<file path="config.mk">
export PLATFORM = sky130hd
export DESIGN_NAME = multi_led_calibrator
export DESIGN_NICKNAME = d
export VERILOG_FILES = /design/src/rtl/led_cal_pkg.sv /design/src/rtl/multi_led_calibrator_window.sv /design/src/rtl/multi_led_calibrator.sv
export SDC_FILE = /design/constraint.sdc
export NUM_CORES = 1
export LEC_CHECK = 0
export CORE_ASPECT_RATIO = 0.5
export CORE_MARGIN = 1
export CORE_UTILIZATION = 55
export CTS_CLUSTER_DIAMETER = 40
export DETAILED_ROUTE_END_ITERATION = 6
export DONT_BUFFER_PORTS = 1
export GPL_TIMING_DRIVEN = 1
export PLACE_DENSITY = 0.77
export RECOVER_POWER = 100
export SLEW_MARGIN = 10
export SYNTH_ARGS = -nofsm -noshare
export SYNTH_HDL_FRONTEND = slang
export SYNTH_SLANG_ARGS = --single-unit
</file>
<file path="constraint.sdc">
create_clock -name CLK -period 2.57 [get_ports CLK]
set_input_delay 0.1285 -clock CLK [delete_from_list [all_inputs] [get_ports CLK]]
set_output_delay 0.1285 -clock CLK [all_outputs]
set_load 0.01 [all_outputs]
</file>
<file path="src/rtl/led_cal_pkg.sv">
// Shared state encoding, default thresholds and saturating arithmetic for the
// multi-channel LED calibrator.
package led_cal_pkg;

    typedef enum logic [1:0] {
        IDLE,
        DC_CAL,
        PGA_CAL,
        OPERATION
    } cal_state_e;

    localparam int unsigned DEF_AVG_LO   = 110;
    localparam int unsigned DEF_AVG_HI   = 140;
    localparam int unsigned DEF_CLIP_LO  = 10;
    localparam int unsigned DEF_CLIP_HI  = 245;
    localparam int unsigned DEF_DC_DN    = 4;
    localparam int unsigned DEF_DC_UP    = 3;
    localparam int unsigned DEF_DC_INIT  = 127;
    localparam int unsigned DEF_MAX_ITER = 64;

    function automatic int unsigned sat_add(input int unsigned a, input int unsigned b,
                                            input int unsigned lim);
        return (a + b > lim) ? lim : a + b;
    endfunction

    function automatic int unsigned sat_sub(input int unsigned a, input int unsigned b);
        return (a > b) ? a - b : 32'd0;
    endfunction

endpackage

</file>
<file path="src/rtl/multi_led_calibrator_window.sv">
// Measurement window: WIN sample cycles of min/max tracking, then one
// evaluate cycle in which min/max/avg are presented and the counter restarts.
module window_minmax #(
    parameter int unsigned ADC_W = 8,
    parameter int unsigned WIN   = 500
) (
    input  logic             CLK,
    input  logic             rst,
    input  logic             clr,
    input  logic             en,
    input  logic [ADC_W-1:0] ADC,
    output logic             eval_c,
    output logic [ADC_W-1:0] min_val,
    output logic [ADC_W-1:0] max_val,
    output logic [ADC_W:0]   avg_c
);

    localparam int unsigned CNT_W = $clog2(WIN + 1);

    logic [CNT_W-1:0] cnt;

    assign eval_c = en && (cnt == CNT_W'(WIN));
    assign avg_c  = ((ADC_W + 1)'(min_val) + (ADC_W + 1)'(max_val)) >> 1;

    // First sample of a window seeds min/max so no sentinel values are needed
    always_ff @(posedge CLK or posedge rst) begin
        if (rst) begin
            cnt     <= '0;
            min_val <= '0;
            max_val <= '0;
        end else if (clr) begin
            cnt     <= '0;
            min_val <= '0;
            max_val <= '0;
        end else if (en) begin
            if (eval_c) begin
                cnt <= '0;
            end else begin
                cnt <= cnt + CNT_W'(1);
                if (cnt == '0) begin
                    min_val <= ADC;
                    max_val <= ADC;
                end else begin
                    if (ADC < min_val) min_val <= ADC;
                    if (ADC > max_val) max_val <= ADC;
                end
            end
        end
    end

endmodule

</file>
<file path="src/rtl/multi_led_calibrator.sv">
// N-channel LED front-end controller: per-channel DC/PGA calibration from
// window statistics, then time-multiplexed operation streaming tagged samples.
module multi_led_calibrator
    import led_cal_pkg::*;
#(
    parameter int unsigned N_CH     = 2,
    parameter int unsigned ADC_W    = 8,
    parameter int unsigned DC_W     = 7,
    parameter int unsigned PGA_W    = 4,
    parameter int unsigned WIN      = 500,
    parameter int unsigned SLOT     = 10,
    parameter int unsigned AVG_LO   = DEF_AVG_LO,
    parameter int unsigned AVG_HI   = DEF_AVG_HI,
    parameter int unsigned CLIP_LO  = DEF_CLIP_LO,
    parameter int unsigned CLIP_HI  = DEF_CLIP_HI,
    parameter int unsigned DC_DN    = DEF_DC_DN,
    parameter int unsigned DC_UP    = DEF_DC_UP,
    parameter int unsigned DC_INIT  = DEF_DC_INIT,
    parameter int unsigned MAX_ITER = DEF_MAX_ITER
) (
    input  logic                                          CLK,
    input  logic                                          rst,
    input  logic [ADC_W-1:0]                              ADC,
    input  logic                                          Find_setting,
    output logic [N_CH-1:0]                               LED_EN,
    output logic [DC_W-1:0]                               DC_Comp,
    output logic [PGA_W-1:0]                              PGA_Gain,
    output logic                                          CLK_Filter,
    output logic [ADC_W-1:0]                              Value_out,
    output logic [((N_CH > 1) ? $clog2(N_CH) : 1)-1:0]    Value_ch,
    output logic                                          Value_valid,
    output logic                                          Busy,
    output logic                                          Done,
    output logic [N_CH-1:0]                               Cal_error
);

    localparam int unsigned CH_W    = (N_CH > 1) ? $clog2(N_CH) : 1;
    localparam int unsigned SC_W    = $clog2(SLOT);
    localparam int unsigned IT_W    = $clog2(MAX_ITER + 1);
    localparam int unsigned DC_MAX  = (2 ** DC_W) - 1;
    localparam int unsigned PGA_MAX = (2 ** PGA_W) - 1;

    cal_state_e        state;
    logic [CH_W-1:0]   ch;
    logic [IT_W-1:0]   iter;
    logic [CH_W-1:0]   slot;
    logic [SC_W-1:0]   scnt;
    logic [DC_W-1:0]   dc_q  [N_CH];
    logic [PGA_W-1:0]  pga_q [N_CH];

    logic              win_en;
    logic              eval_c;
    logic [ADC_W-1:0]  min_val;
    logic [ADC_W-1:0]  max_val;
    logic [ADC_W:0]    avg_c;

    assign win_en = (state == DC_CAL) || (state == PGA_CAL);

    window_minmax #(
        .ADC_W (ADC_W),
        .WIN   (WIN)
    ) u_window (
        .CLK     (CLK),
        .rst     (rst),
        .clr     (Find_setting),
        .en      (win_en),
        .ADC     (ADC),
        .eval_c  (eval_c),
        .min_val (min_val),
        .max_val (max_val),
        .avg_c   (avg_c)
    );

    logic              dc_low_c;
    logic              dc_lock_c;
    logic              clip_c;
    logic              pga_done_c;
    logic              pga_err_c;
    logic [PGA_W-1:0]  pga_new_c;
    logic              last_ch_c;
    logic [CH_W-1:0]   slot_nxt_c;

    // Evaluate-cycle decisions and the next operating slot
    always_comb begin
        dc_low_c   = avg_c < (ADC_W + 1)'(AVG_LO);
        dc_lock_c  = !dc_low_c && (avg_c <= (ADC_W + 1)'(AVG_HI));
        clip_c     = (min_val <= ADC_W'(CLIP_LO)) || (max_val >= ADC_W'(CLIP_HI));
        pga_done_c = clip_c || (PGA_Gain == PGA_W'(PGA_MAX));
        pga_err_c  = clip_c && (PGA_Gain == '0);
        pga_new_c  = '0;
        if (!clip_c) begin
            pga_new_c = PGA_W'(PGA_MAX);
        end else if (PGA_Gain != '0) begin
            pga_new_c = PGA_Gain - PGA_W'(1);
        end
        last_ch_c  = (ch == CH_W'(N_CH - 1));
        slot_nxt_c = (slot == CH_W'(N_CH - 1)) ? '0 : slot + CH_W'(1);
    end

    always_ff @(posedge CLK or posedge rst) begin
        if (rst) begin
            state       <= IDLE;
            ch          <= '0;
            iter        <= '0;
            slot        <= '0;
            scnt        <= '0;
            LED_EN      <= '0;
            DC_Comp     <= DC_W'(DC_INIT);
            PGA_Gain    <= '0;
            CLK_Filter  <= 1'b0;
            Value_out   <= '0;
            Value_ch    <= '0;
            Value_valid <= 1'b0;
            Busy        <= 1'b0;
            Done        <= 1'b0;
            Cal_error   <= '0;
            for (int unsigned i = 0; i < N_CH; i++) begin
                dc_q[i]  <= '0;
                pga_q[i] <= '0;
            end
        end else begin
            CLK_Filter  <= ~CLK_Filter;
            Value_valid <= 1'b0;
            if (Find_setting) begin
                state     <= DC_CAL;
                ch        <= '0;
                iter      <= '0;
                slot      <= '0;
                scnt      <= '0;
                LED_EN    <= N_CH'(1);
                DC_Comp   <= DC_W'(DC_INIT);
                PGA_Gain  <= '0;
                Busy      <= 1'b1;
                Done      <= 1'b0;
                Cal_error <= '0;
            end else begin
                case (state)
                    DC_CAL: begin
                        if (eval_c) begin
                            if (dc_lock_c || (iter == IT_W'(MAX_ITER - 1))) begin
                                dc_q[ch] <= DC_Comp;
                                PGA_Gain <= '0;
                                state    <= PGA_CAL;
                                if (!dc_lock_c) Cal_error[ch] <= 1'b1;
                            end else begin
                                iter    <= iter + IT_W'(1);
                                DC_Comp <= dc_low_c
                                         ? DC_W'(sat_sub(32'(DC_Comp), DC_DN))
                                         : DC_W'(sat_add(32'(DC_Comp), DC_UP, DC_MAX));
                            end
                        end
                    end
                    PGA_CAL: begin
                        if (eval_c) begin
                            if (!pga_done_c) begin
                                PGA_Gain <= PGA_Gain + PGA_W'(1);
                            end else begin
                                pga_q[ch] <= pga_new_c;
                                if (pga_err_c) Cal_error[ch] <= 1'b1;
                                if (last_ch_c) begin
                                    // Enter operation directly in slot 0
                                    state    <= OPERATION;
                                    Busy     <= 1'b0;
                                    Done     <= 1'b1;
                                    slot     <= '0;
                                    scnt     <= '0;
                                    LED_EN   <= N_CH'(1);
                                    DC_Comp  <= dc_q[0];
                                    PGA_Gain <= (N_CH == 1) ? pga_new_c : pga_q[0];
                                end else begin
                                    state    <= DC_CAL;
                                    ch       <= ch + CH_W'(1);
                                    iter     <= '0;
                                    LED_EN   <= N_CH'(1) << (ch + CH_W'(1));
                                    DC_Comp  <= DC_W'(DC_INIT);
                                    PGA_Gain <= '0;
                                end
                            end
                        end
                    end
                    OPERATION: begin
                        // Slot cycle 0 lets the analog path settle; the rest are sampled
                        if (scnt != '0) begin
                            Value_valid <= 1'b1;
                            Value_out   <= ADC;
                            Value_ch    <= slot;
                        end
                        if (scnt == SC_W'(SLOT - 1)) begin
                            scnt     <= '0;
                            slot     <= slot_nxt_c;
                            LED_EN   <= N_CH'(1) << slot_nxt_c;
                            DC_Comp  <= dc_q[slot_nxt_c];
                            PGA_Gain <= pga_q[slot_nxt_c];
                        end else begin
                            scnt <= scnt + SC_W'(1);
                        end
                    end
                    default: ;
                endcase
            end
        end
    end

endmodule

</file>
* After elaboration in Yosys (flattened, before gate mapping)
Cells that the tools add are included.
** Operators by class
- Add/subtract/negate cells :: 10
- Order comparisons :: 13
- Equal/unequal tests :: 18
- Shift-type cells :: 2
- Muxes and demuxes :: 104
- Bitwise gates (word level) :: 5
- Reduce and logical (&&, ||, !) cells :: 39
** Operators with widths (count)
- $mux 7 :: 20
- $mux 8 :: 10
- $mux 4 :: 18
- $mux 2 :: 18
- $mux 9 :: 3
- $ne 3x3->1 const B :: 9
- $mux 1 :: 22
- $pmux 7 s3 :: 1
- $reduce_and 4->1 :: 5
- $reduce_and 5->1 :: 3
- $bwmux 14 :: 1
- $pmux 7 s2 :: 1
- $pmux 2 s2 :: 3
- $pmux 4 s3 :: 1
- $reduce_and 3->1 :: 4
- $reduce_and 6->1 :: 2
- $reduce_bool 3->1 :: 4
- $reduce_bool 4->1 :: 3
- $reduce_bool 2->1 :: 5
- $add 8x8->9 :: 1
- $add 9x1->9 const B :: 1
- $eq 9x9->1 const B :: 1
- $logic_not 9->1 :: 1
- $add 4x1->4 const B :: 2
- 38 further kinds :: 52
** Word-level totals
- Register bits after elaboration :: 90
- Input port bits :: 11
- Output and inout port bits :: 28
- Logic and storage cells :: 213

* Depth between registers and ports, before layout
Gate-level depths: netlist (run 1).
- Word-level depth :: 10
- Depth in mapped cells :: 11
- Depth with buffers taken out :: 10

* Modules after synthesis
From an unflattened synthesis (run 1), not the netlist that was laid out.
** Unflattened totals
- Cells, all modules :: 578
- Area total of the unflattened synthesis :: 5718.0 sq um
** By module, submodules not included
- multi_led_calibrator :: instances 1, cells an instance 385, area each 3851.2 sq um, seq. area each 1635.3 sq um
- window_minmax :: instances 1, cells an instance 193, area each 1866.8 sq um, seq. area each 625.6 sq um

* Worst setup path before layout (run 1)
OpenSTA, ideal clock, no wires.
- Path kind :: reg-to-reg
- From :: register u_window.min_val[1]
- To :: register dc_q[0] in the netlist's numbering
- Library setup time :: 0.125 ns
- Arrival time :: 2.627 ns
- Required time :: 2.445 ns
- Slack :: -0.182 ns
- Cell stages (with the launch flop) :: 12
- Buffers on the path :: 1
- Clock period less this slack :: 2.752 ns
- Cell sequence :: dfrtp_1 > inv_1 > fa_1 > nor2b_1 > o31a_1 > o22ai_1 > a211oi_1 > nand4_1 > nand2_2 > and3_1 > buf_6 > mux2_4
** On the way
- Longest elaborated chain between the ends :: 6
- Elaborated cells between the ends (all ways) :: 7
- Those cells by class :: add/sub (1); order compare (2); reduce/logical (4)
** Ends and longest elaborated chain
- start, declared :: line multi_led_calibrator_window.sv:13 : output logic [ADC_W-1:0] min_val,
- start signal, assigned :: line multi_led_calibrator_window.sv:29 : min_val <= '0;
- start signal, assigned :: line multi_led_calibrator_window.sv:33 : min_val <= '0;
- start signal, assigned :: line multi_led_calibrator_window.sv:41 : min_val <= ADC;
- $add 8x8->9 (*) :: line multi_led_calibrator_window.sv:23 : assign avg_c = ((ADC_W + 1)'(min_val) + (ADC_W + 1)'(max_val)) >> 1;
- $lt 8x7->1 :: line multi_led_calibrator.sv:85 : dc_low_c = avg_c < (ADC_W + 1)'(AVG_LO);
- $logic_not 1->1 :: line multi_led_calibrator.sv:86 : dc_lock_c = !dc_low_c && (avg_c <= (ADC_W + 1)'(AVG_HI));
- $logic_and 1x1->1 (*) :: line multi_led_calibrator.sv:86
- $logic_or 1x1->1 (*) :: line multi_led_calibrator.sv:140 : if (dc_lock_c || (iter == IT_W'(MAX_ITER - 1))) begin
- $reduce_and 4->1 (no source line) (*)
- end signal, assigned by index :: line multi_led_calibrator.sv:141 : dc_q[ch] <= DC_Comp;
- end, declared :: line multi_led_calibrator.sv:48 : logic [DC_W-1:0] dc_q [N_CH];
Every way passes the cells marked *; elsewhere a longest branch is shown, timed or not.
A chain may end at the register's enable or synchronous reset.

* Final worst setup path (run 1)
- From :: register u_window.min_val[2]
- To :: register dc_q[12] in the netlist's numbering
The elaborated chain is that of the path after synthesis.

==> results of run 1 <==
## power breakdown
group	internal (mW)	switching, mW	total [mW]	leakage [nW]
Sequential	1.76	0.440	2.20	1.18
Clock	0.982	0.545	1.53	0.167
Combinational	2.22	2.40	4.61	1.79
## stage by stage
| step | hold slack, ps | worst slack, ps |
|---|---|---|
| after detailed placement | 137 | -168 |
| final | 72.5 | -164 |
| after floorplan | 280 | -75.6 |
| after CTS | 45.5 | -86.4 |
| after global placement | 123 | -59.0 |
| after global routing | 89.4 | -276 |
## cell type report
class	instances	area (um2)
clock buffers	12	246
clock inverters	4	98.8
fillers	697	2770
inverters	37	140
multi-input cells	432	3440
flip-flops and latches	90	2260
well taps	135	169
repair buffers	80	606
## tightest hold or removal path, stage by stage
cell	delay, ps
nor2_1	80
nand2_1	100
o31ai_2	60
## cell families (layout without fill, tap and decap cells)
logic type	Yosys count	in the layout	synth area share, %
XOR/XNOR	13	13	2.00
AND/OR/NAND/NOR	181	181	16.1
flip-flops	90	90	39.7
buffers and inverters	57	133	4.05
adder cells (fa/ha/maj)	40	40	8.93
multiplexers	60	60	12.7
AO/OA/AOI/OAI	138	138	16.5
## worst min path at each step
stage,cells past startpoint,to,slack (ps),from
floorplan,1,Value_out[0],280,ADC[0]
global placement,1,Value_out[6],120,rst
detailed placement,1,Value_out[6],140,rst
CTS,3,iter[1],50,Find_setting
global route,2,u_window.min_val[0],90,Find_setting
finish,3,iter[1],70,Find_setting
## timing repair
action                                  4_1_cts  5_1_grt
buffers inserted                              5        6
hold endpoints to repair                     53        0
pin swaps                                    14       15
resized for setup                            27       28
endpoints found under the setup margin       32       52
hold buffers                                 10        0
## flip-flops by register name, indices dropped and copies added, names as in the netlist, 2 cells and up
signal	cells
LED_EN	2
dc_q	14
scnt	4
u_window.cnt	9
PGA_Gain	4
state	2
u_window.max_val	8
Value_out	8
Cal_error	2
iter	7
pga_q	8
u_window.min_val	8
DC_Comp	7
## layer usage
| metal | global-route usage, % | routed length, um | vias to the layer above |
|---|---|---|---|
| met5 | 0 | 0 | - |
| met4 | 7.95 | 170 | 0 |
| met3 | 6.77 | 721 | 15 |
| met2 | 46.6 | 6640 | 111 |
| met1 | 35.4 | 6490 | 2308 |
| li1 | - | - | 2230 |
## cells in the final DEF (no fill, tap or decap), types with 4 or more instances in the layout
cell	n
xnor2_1	7
xor2_1	6
mux2_2	37
o31ai_2	4
dlygate4sd3_1	10
nand3_1	13
nor2b_1	19
o21ai_2	5
a211oi_1	5
nor3_1	9
nand2b_1	4
clkbuf_1	12
buf_4	50
o21ai_0	24
o21ai_1	8
and3_1	5
nor2_1	53
inv_1	34
a31oi_1	4
dfrtp_1	83
clkbuf_16	9
dfstp_1	4
mux2i_1	5
a221oi_1	6
a21oi_1	27
ha_4	4
a21o_1	6
nand4_1	10
o21a_1	7
o31ai_1	5
ha_1	34
mux2_4	18
buf_6	6
nand2_1	36
==> impl_metrics.csv, run 1 <==
group,metric,value,unit
power,power_density,1200,nW/um2
setup_path,cp.depth,8,
clock_network,htree_levels,3,
die,dieArea,10800,um2
drt,wl,14.0,mm
sta,clock.fmax,366,MHz
drt,remaining_drc_errors,0,
setup_path,ff2ff_path_depth,8,
clock_network,clkSinkCount,90,
job,maxCapViolations,1,
place,dpl_cell_area,6310,um2
setup_path,slowest_delay,490,ps
sta,setup_viol,34,
logic_synthesis,synthFlopType,"dfrtp_1",
layout,final_nets,701,
place,placed_cells,754,
die,pin_count,39,
setup_path,cp-startpoint,"u_window.min_val[2]",
setup_path,endpoint_kind,"flop",
drt,viasPerCell,5.90,
place,place.port_buffers,0,
die,die_h,73.9,um
clock_network,clockBufferDepth,2,
logic_synthesis,postSynthCellCount,579,
logic_synthesis,synth_area_leaders,"dfrtp_1 37%, ha_1 8.6%, mux2_2 8.1%",
drt,via_count,4664,
setup_path,worst_setup_path_start_kind,"flop",
logic_synthesis,syn_area_per_cell,9.82,um2
place,hpwlAfterDp,9.96,mm
global_route,grt_max_degree,54,
die,die_x,146,um
setup_path,worstPathRequired,2790,ps
drt,drtAntennaViolNets,0,
logic_synthesis,synth_edf_count,0,
setup_path,regToRegSetupSlack,-160,ps
logic_synthesis,syn_nets,630,
setup_path,cp_cell_sequence,"ha_4 > nor2b_4 > o31a_1 > o41ai_2 > a41oi_2 > nand2_2 > and3_4 > mux2_4",
die,rows,25,
hold_path,min-delay-path-class,"in2reg",
global_route,grt_pass1_vias,4694,
clock_network,root_buffer,"clkbuf_16",
outcome,violations,"max-capacitance violations, max-slew violations, negative setup slack",
setup_path,crit_slowest_cell,"o41ai_2",
die,initial_core_util,58.5,%
sta,worst_pin_slew,1690,ps
clock_network,cts.clk_slew.worst_paths,60,ps
clock_network,cts_buffers,9,
logic_synthesis,yosysTopAreaCellShare,36.5,%
layout,utilization,71.6,%
global_route,overflow,0,
layout,final_area,6960,um2
layout,area_growth,22.4,%
clock_network,cts_tree,"done",
sta,fin_ws,-164,ps
power,power,8.34,mW
logic_synthesis,yosysMostFrequentCell,"dfrtp_1",
drt,first_pass_iters,5,
logic_synthesis,synthArstFlopShare,100,%
sta,hold_viol_final,0,
setup_path,endpoint,"dc_q[12]",
sta,fin_setup_tns,-3520,ps
drt,routedWlPerCell,17.7,um
setup_path,cp_max_fo,7,
logic_synthesis,seq_area_frac_synth,39.7,%
sta,finalWorstPathRequiredPeriod,2730,ps
sta,min_period_over_period,106,%
global_route,grt_pass1_wl,22.9,mm
sta,relSlewSlack,-13.1,%
logic_synthesis,synth_seq_cells,90,
power,leakagePower,3.14,nW
drt,dr.first_iter.drc_count,328,
sta,slew_violations,39,
setup_path,arrival,2960,ps
power,ir_drop,0.606,mV
setup_path,critPathTopFamily,"compound AO/OA/AOI/OAI gates",
layout,final_cells,790,
logic_synthesis,synthesis.area,5690,um2
sta,skew,6.70,ps
sta,rsz0062_at_grt,"yes",
logic_synthesis,synth_top_area_cell,"dfrtp_1",
clock_network,insertion_delay,340,ps
global_route,antenna_found_initial,0,
layout,antenna_cells,0,
place,gp_congestion,0.899,
outcome,status,"complete, but fails checks",
setup_path,critical_path_buf_inv_count,0,
logic_synthesis,ys_types,66,
die,fp.coreArea,9730,um2
logic_synthesis,synth_warnings,0,
setup_path,critPathKind,"reg2reg",
setup_path,crit-reg2reg-launch,"u_window.min_val[2]",
logic_synthesis,ys_top_cells_by_count,"83 x dfrtp_1, 55 x nor2_1, 41 x mux2_2",
layout,drive_gt1_share,28.1,%
setup_path,reg2reg_to,"dc_q[12]",
global_route,grt.total_usage,27.4,%
Power figures use the tool's default switching activity.
==> run 2, diff against run 1 <==
PLACE_DENSITY = 0.74   (was 0.77)
SYNTH_HIERARCHICAL = 1   (was default)
clock period = 3.35 ns   (was 2.57 ns; I/O delays follow)
==> run 2 against run 1 <==
Effect of this change: the flow finishes with violations (max-capacitance violations, max-slew violations); die area up 0.52%; register-to-register slack improved by 280 ps; maximum frequency fell by 15%; wire length down 8.8%; synthesized cell count decreased by 0.17%; via count fell by 5.7%; critical path type unchanged.
==> impl_metrics.csv, run 2 <==
group,metric,value,unit
logic_synthesis,synth_top_area_cell,"dfrtp_1",
logic_synthesis,synth_area_leaders,"dfrtp_1 36%, ha_1 8.1%, mux2_2 5.9%",
clock_network,htree_levels,3,
layout,area_growth,10.2,%
layout,final_cells,732,
job,maxCapViolations,1,
die,dieArea,10800,um2
logic_synthesis,yosysMostFrequentCell,"dfrtp_1",
clock_network,root_buffer,"clkbuf_16",
global_route,antenna_found_initial,0,
drt,dr.first_iter.drc_count,308,
logic_synthesis,synth_warnings,6,
clock_network,cts.clk_slew.worst_paths,60,ps
layout,final_common_cell,"dfrtp_1",
logic_synthesis,yosysTopAreaCellShare,36.3,%
setup_path,cp_cell_sequence,"ha_1 > a21oi_1 > a21boi_2 > o31ai_2 > nand3_1 > o311ai_2 > nand2_2 > nor4_4 > buf_4 > o31ai_4 > or3_4 > mux2_1",
drt,wl_met3,533,um
place,gp_congestion,0.830,
sta,setup_viol,0,
place,hpwlAfterDp,8.91,mm
clock_network,clkSinkCount,90,
sta,skew,6.26,ps
clock_network,insertion_delay,340,ps
clock_network,cts_tree,"done",
die,initial_core_util,58.6,%
sta,clock.fmax,309,MHz
layout,utilization,64.6,%
power,leakagePower,2.79,nW
setup_path,critPathKind,"reg2reg",
drt,first_pass_iters,7,
sta,worst_pin_slew,1720,ps
layout,antenna_cells,0,
sta,finalWorstPathRequiredPeriod,3230,ps
layout,final_area,6300,um2
layout,fillCellCount,766,
global_route,grt_pass1_vias,4250,
logic_synthesis,synth_edf_count,0,
logic_synthesis,synthFlopType,"dfrtp_1",
layout,final_cell_mix,"83 x dfrtp_1, 46 x nor2_1, 45 x inv_1, 41 x nand2_1, 37 x ha_1",
logic_synthesis,syn_nets,627,
clock_network,cts_buffers,9,
drt,remaining_drc_errors,0,
die,rows,25,
die,die_x,146,um
global_route,grt_pass1_wl,20.6,mm
drt,wl,12.8,mm
drt,top_layer,"met4",
logic_synthesis,postSynthCellCount,578,
logic_synthesis,synth_seq_cells,90,
logic_synthesis,synthArstFlopShare,100,%
outcome,violations,"max-capacitance violations, max-slew violations",
logic_synthesis,synthesis.area,5720,um2
sta,slew_violations,45,
place,placed_cells,700,
setup_path,arrival,3460,ps
die,die_h,74.1,um
drt,routedWlPerCell,17.5,um
global_route,grt_max_degree,45,
setup_path,crit_slowest_cell,"or3_4",
setup_path,cp_max_fo,6,
setup_path,worstPathRequired,3570,ps
drt,wl_met2,5.92,mm
drt,via_count,4398,
logic_synthesis,syn_area_per_cell,9.89,um2
power,power,5.00,mW
sta,hold_viol_final,0,
power,power_density,794,nW/um2
logic_synthesis,ys_types,84,
drt,met1Wirelength,6.22,mm
layout,largest_register,"dc_q",
setup_path,endpoint_kind,"flop",
drt,drtAntennaViolNets,0,
setup_path,slowest_delay,440,ps
layout,reg_top3,"dc_q x14, u_window/cnt x9",
layout,final_nets,641,
place,place.port_buffers,0,
global_route,grt.total_usage,24.5,%
die,pin_count,39,
sta,fin_hold_ws,59.3,ps
outcome,status,"complete, but fails checks",
layout,drive_gt1_share,14.9,%
layout,largest_reg_flops,14,
sta,min_period_over_period,96.5,%
logic_synthesis,ys_top_cells_by_count,"83 x dfrtp_1, 46 x nor2_1, 44 x inv_1",
global_route,overflow,0,
place,dpl_cell_area,5850,um2
setup_path,regToRegSetupSlack,120,ps
die,fp.coreArea,9760,um2
power,ir_drop,0.357,mV
setup_path,worst_setup_path_start_kind,"flop",
drt,viasPerCell,6.01,
sta,relSlewSlack,-14.7,%
hold_path,min-delay-path-class,"in2reg",
clock_network,clockBufferDepth,2,
logic_synthesis,seq_area_frac_synth,39.5,%
-- run 2: repair_timing --
action | CTS | global route
endpoints found under the setup margin | 0 | 31
hold buffers | 10 | 0
hold endpoints to repair | 80 | 0
setup buffers | 0 | 6
resized for setup | 0 | 16
-- run 2: final timing paths --
path	startpoint	to	depth (start not counted)
min in group asynchronous	rst	u_window/min_val[7]	2
max	u_window/min_val[2]	dc_q[12]	12
max reg2reg	u_window/min_val[2]	dc_q[12]	12
min reg2reg	CLK_Filter	CLK_Filter	1
max in group asynchronous	rst	DC_Comp[6]	3
min	Find_setting	iter[1]	2
-- run 2: per-stage QoR --
stage                     setup TNS (ps)  setup WS, ps
final                                  0           119
after global routing               -74.3         -20.1
after CTS                              0          35.1
after detailed placement               0          26.9
after global placement                 0           135
after floorplan                        0           197
-- run 2: report_power, final --
part | total, mW | switching [mW] | internal [mW]
combinational | 2.37 | 1.34 | 1.03
sequential | 1.66 | 0.324 | 1.33
clock | 0.975 | 0.399 | 0.577
total | 5.00 | 2.06 | 2.94
-- run 2: cell families (layout without fill, tap and decap cells) --
kind of cell	Yosys count	in the layout	synth area share, %
buffers and inverters	67	86	4.77
flip-flops	90	90	39.5
XOR/XNOR	19	19	2.91
other	1	1	0.0656
adder cells (fa/ha/maj)	38	38	8.45
AO/OA/AOI/OAI	131	131	17.2
multiplexers	57	57	11.0
AND/OR/NAND/NOR	175	175	16.1
-- run 2: final cells by class --
class | count | area, um2 | area share, %
timing repair buffer | 25 | 208 | 3.30
tap | 135 | 169 | 2.68
clock buffer | 13 | 240 | 3.81
sequential | 90 | 2260 | 35.9
inverter | 45 | 169 | 2.68
clock inverter | 3 | 40.0 | 0.636
multi-input combinational | 421 | 3210 | 51.0
-- run 2: worst max-delay path, delay by kind of cell (launching register included) --
family | cells | cell delay, ps
muxes | 1 | 320
adders and majority gates | 1 | 360
buffers and inverters | 1 | 180
AOI/OAI and AO/OA | 5 | 860
DFF | 1 | 410
and+or+nand+nor | 4 | 970
-- run 2: layer usage --
layer / global-route usage [%] / vias up
met5: 0 / -
met4: 5.90 / 0
met3: 5.52 / 9
met2: 42.0 / 98
met1: 32.3 / 2187
li1: - / 2104
==> run 3, diff against run 2 <==
--- a/constraint.sdc
+++ b/constraint.sdc
@@ -3,2 +3,2 @@
 set_output_delay 0.1675 -clock CLK [all_outputs]
-set_load 0.01 [all_outputs]
+set_load 0.02 [all_outputs]
==> run 3 against run 2 <==
Effect of this change: the run ends with max-capacitance violations left; sequential power rose by 4%; critical path type unchanged; hold slack lost 19 ps; global-route usage rose by 0.19 points; clock power increased by 11%; cell area increased by 0.99%; power increased by 3.1%; combinational power barely moved; maximum frequency increased by 1.3%; register-to-register slack better by 40 ps; critical path depth is 1 higher; die area did not move; utilization grew 0.64 points.
==> impl_metrics.csv, run 3 (synthesis gave the netlist of run 2 again) <==
group,metric,value,unit
global_route,grt_pass1_wl,20.9,mm
layout,reg_top3,"dc_q x14, u_window/cnt x9",
sta,fin_hold_ws,40.1,ps
layout,largest_reg_flops,14,
place,place.port_buffers,0,
drt,dr.first_iter.drc_count,315,
clock_network,clockBufferDepth,2,
sta,setup_viol,0,
setup_path,worstPathRequired,3580,ps
die,die_h,74.1,um
place,hpwlAfterDp,8.92,mm
global_route,grt.total_usage,24.7,%
sta,relSlewSlack,1.06,%
layout,area_growth,11.3,%
layout,final_cell_mix,"83 x dfrtp_1, 46 x nor2_1, 45 x inv_1, 42 x nand2_1, 36 x ha_1",
sta,min_period_over_period,95.2,%
layout,fillCellCount,764,
setup_path,cp_max_fo,5,
global_route,grt_max_degree,38,
die,pin_count,39,
hold_path,min-delay-path-class,"in2reg",
drt,remaining_drc_errors,0,
outcome,violations,"max-capacitance violations",
clock_network,cts_tree,"done",
drt,routedWlPerCell,17.2,um
sta,hold_viol_final,0,
drt,drtAntennaViolNets,0,
power,leakagePower,2.82,nW
clock_network,cts.clk_slew.worst_paths,60,ps
clock_network,clkSinkCount,90,
global_route,antenna_found_initial,0,
setup_path,regToRegSetupSlack,160,ps
die,die_x,146,um
place,gp_congestion,0.832,
sta,fin_ws,159,ps
layout,final_cells,734,
setup_path,arrival,3420,ps
clock_network,insertion_delay,350,ps
layout,drive_gt1_share,15.7,%
die,rows,25,
layout,final_common_cell,"dfrtp_1",
job,maxCapViolations,1,
setup_path,worst_setup_path_start_kind,"flop",
die,initial_core_util,58.6,%
drt,wl,12.6,mm
die,dieArea,10800,um2
layout,largest_register,"dc_q",
drt,via_count,4401,
setup_path,endpoint_kind,"flop",
layout,antenna_cells,0,
layout,final_nets,643,
place,placed_cells,700,
drt,first_pass_iters,5,
clock_network,htree_levels,3,
global_route,overflow,0,
die,fp.coreArea,9760,um2
outcome,status,"complete, but fails checks",
clock_network,cts_buffers,9,
sta,slew_violations,0,
drt,viasPerCell,6.00,
sta,fin_setup_tns,0,ps
layout,utilization,65.2,%
clock_network,root_buffer,"clkbuf_16",
setup_path,critPathKind,"reg2reg",
place,dp_slack,39.9,ps
global_route,grt_pass1_vias,4320,
sta,clock.fmax,313,MHz
power,power_density,810,nW/um2
sta,worst_pin_slew,1480,ps
sta,finalWorstPathRequiredPeriod,3190,ps
sta,skew,7.41,ps
power,ir_drop,0.385,mV
run 3: power breakdown:
group	internal, mW	total (mW)	leakage, nW	switching (mW)
sequential	1.33	1.73	1.18	0.400
combinational	1.03	2.34	1.48	1.31
clock	0.671	1.08	0.156	0.413
run 3: path summary, 6_finish.rpt:
check | depth (start not counted) | from | to
min reg2reg | 2 | dc_q[3] | dc_q[3]
max in group asynchronous | 3 | rst | pga_q[1]
min in group asynchronous | 2 | rst | u_window/min_val[7]
max | 13 | u_window/min_val[0] | dc_q[12]
min | 2 | Find_setting | iter[1]
max reg2reg | 13 | u_window/min_val[0] | dc_q[12]
run 3: layout make-up:
type	instances	area, um2	share of cell area (%)
Timing Repair Buffer	27	225	3.54
Multi-Input combinational cell	421	3220	50.6
Tap cell	135	169	2.65
Clock inverter	5	77.6	1.22
Sequential cell	90	2260	35.5
Clock buffer	11	243	3.82
Inverter	45	169	2.65
run 3: routing by layer:
metal	vias to the layer above	share of wire, %	track usage, %
met5	-	0	0
met4	0	1.6	8.10
met3	22	6.0	6.75
met2	120	44	40.5
met1	2154	48	32.4
li1	2105	-	-
run 3: stage by stage:
| stage | total power, mW | instance area, um2 |
|---|---|---|
| global placement | 3.90 | 5850 |
| finish | 5.15 | 6360 |
| detailed placement | 3.96 | 5850 |
| CTS | 5.07 | 6270 |
| floorplan | 3.44 | 5720 |
| global route | 5.50 | 6360 |
run 3: worst max-delay path, cell delays in order (launching register included):
cell	delay [ps]
dfrtp_1	380
and2_1	170
fa_2	340
a21o_1	200
a21oi_2	170
o21bai_1	80
a21oi_1	160
xnor2_1	150
nand2_1	130
nor4_4	280
buf_4	190
o31ai_4	70
or3_4	440
mux2_4	310
run 3: repair_timing:
item                                    4_1_cts  5_1_grt
hold endpoints to repair                     73        0
buffers inserted                              0        8
endpoints found under the setup margin        0       29
hold buffers                                 10        0
gates resized for setup                       0       15
